File: src/rtl/hard_reset_receiver.sv
// Hard/Cable Reset receiver: accepts enabled PHY reset detects, hands off to the policy engine, flags ALERT.
// One cycle detect->INDICATE, one cycle INDICATE->WAIT_PE; no backpressure, detects outside WAIT_DETECT are dropped.
module hard_reset_receiver #(
    parameter int TIMEOUT = 10
) (
    input  logic        CLK,
    input  logic        reset,
    input  logic        PHY_HR_Detect,
    input  logic        PHY_CR_Detect,
    input  logic [7:0]  iRECEIVE_DETECT,
    input  logic        RD_Write,
    input  logic        RX_Msg_Valid,
    input  logic [7:0]  iRX_Byte_Count,
    input  logic        PE_HR_Complete,
    input  logic [15:0] iALERT_Clear,
    output logic [15:0] ALERT,
    output logic [7:0]  oRECEIVE_DETECT,
    output logic [7:0]  oRECEIVE_BYTE_COUNT,
    output logic        PE_HR_Indication,
    output logic        HR_Type,
    output logic        PHY_Reset_Done
);

    typedef enum logic [5:0] {
        S_IDLE        = 6'b000001,
        S_WAIT_DETECT = 6'b000010,
        S_INDICATE    = 6'b000100,
        S_WAIT_PE     = 6'b001000,
        S_COMPLETE    = 6'b010000,
        S_TIMEOUT     = 6'b100000
    } state_t;

    localparam logic [7:0] LP_CNT_LAST = 8'(TIMEOUT - 1);

    state_t      r_state;
    state_t      w_state_nxt;
    logic [7:0]  r_cnt;
    logic [15:0] r_alert;
    logic [7:0]  r_rd;
    logic [7:0]  r_bc;
    logic        r_pe_ind;
    logic        r_hr_type;
    logic        r_done;
    logic        w_cr_acc;
    logic        w_hr_acc;
    logic [15:0] w_alert_set;

    assign w_cr_acc    = PHY_CR_Detect & r_rd[6];
    assign w_hr_acc    = PHY_HR_Detect & r_rd[5];
    assign w_alert_set = {6'b0, r_state == S_TIMEOUT, 5'b0, r_state == S_INDICATE, 3'b0};

    always_comb begin
        w_state_nxt = r_state;
        case (r_state)
            S_IDLE:        w_state_nxt = S_WAIT_DETECT;
            S_WAIT_DETECT: if (w_cr_acc || w_hr_acc) w_state_nxt = S_INDICATE;
            S_INDICATE:    w_state_nxt = S_WAIT_PE;
            S_WAIT_PE: begin
                // Policy-engine acknowledge takes priority over an expiring counter.
                if (PE_HR_Complete)            w_state_nxt = S_COMPLETE;
                else if (r_cnt == LP_CNT_LAST) w_state_nxt = S_TIMEOUT;
            end
            S_COMPLETE:    w_state_nxt = S_WAIT_DETECT;
            S_TIMEOUT:     w_state_nxt = S_WAIT_DETECT;
            default:       w_state_nxt = S_IDLE;
        endcase
    end

    always_ff @(posedge CLK or negedge reset) begin
        if (!reset) begin
            r_state   <= S_IDLE;
            r_cnt     <= 8'h00;
            r_alert   <= 16'h0000;
            r_rd      <= 8'h00;
            r_bc      <= 8'h00;
            r_pe_ind  <= 1'b0;
            r_hr_type <= 1'b0;
            r_done    <= 1'b0;
        end else begin
            r_state  <= w_state_nxt;
            // Set wins over a simultaneous write-1-to-clear.
            r_alert  <= (r_alert & ~iALERT_Clear) | w_alert_set;
            r_pe_ind <= (w_state_nxt == S_WAIT_PE);
            r_done   <= (w_state_nxt == S_COMPLETE);

            if (r_state == S_INDICATE)  r_rd <= 8'h00;
            else if (RD_Write)          r_rd <= iRECEIVE_DETECT;

            if (r_state == S_INDICATE)                          r_bc <= 8'h00;
            else if (RX_Msg_Valid && r_state == S_WAIT_DETECT)  r_bc <= iRX_Byte_Count;

            if (r_state == S_WAIT_DETECT) begin
                if (w_cr_acc)      r_hr_type <= 1'b1;
                else if (w_hr_acc) r_hr_type <= 1'b0;
            end

            if (r_state == S_INDICATE)                          r_cnt <= 8'h00;
            else if (r_state == S_WAIT_PE && r_cnt != 8'hFF)    r_cnt <= r_cnt + 8'd1;
        end
    end

    assign ALERT               = r_alert;
    assign oRECEIVE_DETECT     = r_rd;
    assign oRECEIVE_BYTE_COUNT = r_bc;
    assign PE_HR_Indication    = r_pe_ind;
    assign HR_Type             = r_hr_type;
    assign PHY_Reset_Done      = r_done;

endmodule
File: config.mk
export PLATFORM = sky130hd
export DESIGN_NAME = hard_reset_receiver
export DESIGN_NICKNAME = d
export VERILOG_FILES = /design/src/rtl/hard_reset_receiver.sv
export SDC_FILE = /design/constraint.sdc
export NUM_CORES = 1
export LEC_CHECK = 0
export CAP_MARGIN = 30
export CORE_UTILIZATION = 45
export CTS_BUF_LIST = sky130_fd_sc_hd__clkbuf_4 sky130_fd_sc_hd__clkbuf_8
export CTS_CLUSTER_SIZE = 28
export DETAILED_ROUTE_END_ITERATION = 8
export HOLD_SLACK_MARGIN = 0.15
export PLACE_DENSITY = 0.79
export SLEW_MARGIN = 20
export SYNTH_ARGS = -nofsm -noshare
export SYNTH_HDL_FRONTEND = slang
export SYNTH_SLANG_ARGS = --single-unit
File: constraint.sdc
create_clock -name CLK -period 1.85 [get_ports CLK]
set_input_delay 0.185 -clock CLK [delete_from_list [all_inputs] [get_ports CLK]]
set_output_delay 0.185 -clock CLK [all_outputs]
set_load 0.02 [all_outputs]
# Yosys cells after proc, flatten, opt, wreduce, memory -nomap -nowiden
# Index checks and enable logic that the tools add are counted.
classes:
  n_addsub: 1
  n_eq_ne: 10
  muxes: 12
  bitwise_logic: 5
  n_reduce_logical: 9
ops:
  columns: ["operator", "count"]
  rows:
  - ["$mux 8", 6]
  - ["$pmux 6 s4", 1]
  - ["$mux 6", 3]
  - ["$and 16x16->16", 1]
  - ["$not 16->16", 1]
  - ["$or 16x10->16", 1]
  - ["$eq 6x4->1 const B", 2]
  - ["$eq 6x5->1 const B", 2]
  - ["$add 8x1->8 const B", 1]
  - ["$eq 8x4->1 const B", 1]
  - ["$ne 8x8->1 const B", 1]
  - ["$reduce_bool 2->1", 4]
  - ["$eq 6x1->1 const B", 1]
  - ["$eq 6x2->1 const B", 1]
  - ["$eq 6x3->1 const B", 1]
  - ["$eq 6x6->1 const B", 1]
  - ["$reduce_or 3->1", 1]
  - ["$and 1x1->1", 2]
  - ["$logic_and 1x1->1", 2]
  - ["$mux 1", 2]
  - ["$reduce_and 2->1", 1]
  - ["$logic_or 1x1->1", 1]
word_totals:
  register_bits: 49
  out_inout_bits: 35
  word_cells: 45

# Longest topological paths before layout
logic_depth:
  ltp_word: 5
  ltp_mapped: 6

# Worst setup path after synthesis
# No wires, ideal clock.
synth_path:
  path_type: "reg-to-reg"
  from: "register r_state[5]"
  to: "register r_cnt[7]"
  setup_time_ns: 0.078
  arrival_time_ns: 1.550
  setup_slack_ns: 0.222
  path_stages_with_launch: 5
  path_buffers: 0
  synth_period_minus_slack_ns: 1.628
  path_cell_list: "dfrtp_1 nor4_4 o211ai_4 or4_1 a21oi_1"
synth_via:
  elab_chain_len: 3
  elab_cells_between_ends: 5
  classes_between: "eq/ne (2); mux (1); reduce/logical (2)"
synth_lines:
  columns: ["element", "line_no", "text"]
  rows:
  - ["start: declaration", "35", "state_t r_state;"]
  - ["start signal: assignment", "80", "r_state <= w_state_nxt;"]
  - ["$eq 6x4->1", "98", "else if (r_state == S_WAIT_PE && r_cnt != 8'hFF) r_cnt <= r_cnt + 8'd1;"]
  - ["$logic_and 1x1->1", "98", null]
  - ["$reduce_bool 2->1 (no source line)", null, null]
  - ["end signal: assignment", "98", null]
  - ["end: declaration", "37", "logic [7:0] r_cnt;"]
# Several ways; a longest one is shown, not always the timed one.
# A chain may end at the register's enable or synchronous reset.

# Final worst setup path
layout_path:
  from: "register r_state[1]"
  to: "register r_cnt[5]"
# The elaborated chain is that of the path after synthesis.

==> results.sh <==
export IMPL_finalSetupViolCount=0
export IMPL_fin_nets=300
export IMPL_clock_path_buffers=2
export IMPL_postCtsSetupBuffers=0
export IMPL_fin_util_pct=71.3
export IMPL_min_path_type="input port to async pin"
export IMPL_layout_min_cycle_time_ps=1720
export IMPL_fin_worst_skew_ps=13.7
export IMPL_combPwrFrac_pct=29.5
export IMPL_worstPathArrival_ps=1950
export IMPL_dr_total_vias=1579
export IMPL_drtAntennaViolNets=0
export IMPL_period_share_pct=93.1
export IMPL_crit_type="flip-flop to flip-flop"
export IMPL_p_int_mw=2.12
export IMPL_required_ps=2070
export IMPL_synth_ff_type="dfrtp_1"
export IMPL_power_frac_clock_pct=25.0
export IMPL_grt_usage_pct=20.3
export IMPL_rr_worst_depth=4
export IMPL_p_sw_share_pct=30.5
export IMPL_cts_buffers=5
export IMPL_synth_seq_cells=49
export IMPL_drv_cap=0
export IMPL_wire_per_inst_um=13.9
export IMPL_area_delta_synth_final_pct=48.1
export IMPL_synth_area_per_cell_um2=11.2
export IMPL_maxSlewHeadroom_pct=65.8
export IMPL_worst_pin_slew_ps=513
export IMPL_synthesis_nets=218
export IMPL_ir_drop_v=0.000654
export IMPL_fp_dieW_um=68.3
export IMPL_synthCells=177
export IMPL_fin_setup_tns_ps=0
export IMPL_fmax_mhz=581
export IMPL_syn_cell_area_um2=1980
export IMPL_route_detailed_drc=0
export IMPL_initial_core_util_pct=48.1
export IMPL_cts_clk_slew_worst_paths_ps=90
export IMPL_hold_viol=0
export IMPL_drive_gt1_share_pct=7.31
export IMPL_p_sw_uw=931
export IMPL_seqPwrFrac_pct=45.5
export IMPL_critPathLaunchType="flip-flop"
export IMPL_dp_hpwl_mm=3.10
export IMPL_fin_area_um2=2930
export IMPL_ctsResizeCount=0
export IMPL_num_io_pins=74
export IMPL_rsz0062_at_grt="false"
export IMPL_status="complete, no violations"
export IMPL_synth_most_common_cell="dfrtp_1"
export IMPL_antenna_found_initial=0
export IMPL_h_tree_depth=2
export IMPL_synth_edf_count=0
export IMPL_yosysWarnings=0
export IMPL_clock_latency_ps=300
export IMPL_yosys_top_cells_count="dfrtp_1 (48), nand2_1 (22), nor2b_1 (15), o21ai_0 (15), nor2_1 (13)"
export IMPL_dieHeight_um=68.3
export IMPL_synth_top_area_cell="dfrtp_1"
export IMPL_r2r_setup_slack_ps=130
export IMPL_grt_pass1_vias=1518
export IMPL_cts_hold_buf=1
export IMPL_dieArea_um2=4670
export IMPL_end_kind="flip-flop"
export IMPL_via_per_inst=5.09
export IMPL_cts_tree="done"
export IMPL_r2r_end="r_cnt[5]"
export IMPL_yosysSeqAreaShare_pct=62.0
export IMPL_globalplace_congestion=0.779
export IMPL_r2r_start="r_state[1]"
export IMPL_first_pass_iters=4
export IMPL_cp_max_fo=6
export IMPL_num_rows=23
export IMPL_placed_cell_area_um2=2810
export IMPL_synth_top_cell_area_share_pct=60.6
export IMPL_grt_max_degree=23
export IMPL_numClockSinks=49
export IMPL_async_reset_ff_share_pct=100
export IMPL_port_buffers=73
export IMPL_diodes=0
export IMPL_first_iter_violations=94
export IMPL_timing_final_ws_setup_ps=128
export IMPL_yosysUniqueCellTypes=30
export IMPL_pre_cts_ws_ps=175
export IMPL_grt_overflow=0
export IMPL_clockRootBuffer="clkbuf_8"
export IMPL_powerDensity_nw_per_um2=1040
export IMPL_synthTopCellsByArea="dfrtp_1 (61%), nor2b_1 (4.7%), nand2_1 (4.2%), mux2i_1 (4.0%), o21ai_0 (3.8%)"
export IMPL_leakagePower_nw=1.29
export IMPL_coreArea_um2=4120
export IMPL_power_mw=3.05
export IMPL_slew_violations=0
export IMPL_grt_pass1_wl_mm=6.84
export IMPL_wl_mm=4.32
registers in the layout, indices dropped and copies added, names as in the netlist:
name / flops
r_state: 6
PHY_Reset_Done: 1
PE_HR_Indication: 1
r_cnt: 8
ALERT: 16
oRECEIVE_DETECT: 8
oRECEIVE_BYTE_COUNT: 8
HR_Type: 1
critical path, cell delays in order (launching register included):
cell and delay [ps]:
dfrtp_1 430, nor4_4 400, o211ai_4 160, or4_1 500
a21oi_1 150
metrics by stage:
stage	instances	hold WS (ps)
after global routing	310	393
after global placement	301	178
final	310	382
after floorplan	177	-111
after detailed placement	301	185
after CTS	310	400
power by group through the flow:
stage / Sequential (mW) / Clock [mW] / Combinational [mW]
after detailed placement: 1.41 / 0 / 0.905
after global routing: 1.41 / 0.820 / 0.989
final: 1.39 / 0.761 / 0.901
after CTS: 1.39 / 0.776 / 0.912
after global placement: 1.40 / 0 / 0.879
after floorplan: 1.56 / 0 / 0.289
cell families (layout without fill, tap and decap cells):
| group | count (synthesis) | count (layout) | synth area share (%) |
|---|---|---|---|
| AND/OR/NAND/NOR | 71 | 71 | 19.0 |
| flip-flops | 49 | 49 | 62.0 |
| AO/OA/AOI/OAI | 34 | 34 | 11.0 |
| buffers and inverters | 12 | 95 | 2.27 |
| multiplexers | 8 | 8 | 4.04 |
| adder cells (fa/ha/maj) | 2 | 2 | 1.26 |
| XOR/XNOR | 1 | 1 | 0.442 |
area by class of cell:
| class | instances | area, um2 |
|---|---|---|
| clock buffer | 6 | 76.3 |
| fill | 320 | 1180 |
| multi-input combinational | 116 | 708 |
| inverter | 6 | 22.5 |
| tap | 50 | 62.6 |
| sequential | 49 | 1230 |
| timing repair buffer | 81 | 801 |
| clock inverter | 2 | 35.0 |
per-layer routing:
layer  vias to the layer above  GRT usage (%)  part of all wire (%)  routed length [um]
li1                        774              -                     -                   -
met2                        48           33.6                    50                2180
met5                         -              0                     0                   0
met1                       753           24.9                    43                1860
met3                         4           6.50                   5.5                 236
met4                         0           6.77                   1.0                  44
cells in the final DEF, fill, tap and decap left out, types with 3 or more instances in the layout:
cell type        count
nor2_1              13
clkdlybuf4s50_1     72
a21oi_1              5
dfrtp_1             48
and4_1               3
buf_4                6
inv_1                6
mux2i_1              8
nand3_1              7
o31ai_1              5
clkbuf_8             5
nand2_1             22
o211ai_1             4
o21ai_0             15
nor2b_1             15
how the worst max path moves through the flow:
stage	startpoint	end
after floorplan	r_state[5]	r_cnt[7]
after global placement	r_state[1]	r_cnt[7]
after detailed placement	r_state[1]	r_cnt[7]
after CTS	r_state[1]	r_cnt[5]
after global routing	r_state[1]	r_cnt[5]
final	r_state[1]	r_cnt[5]
Note: power is estimated with default switching activity, not from simulation.
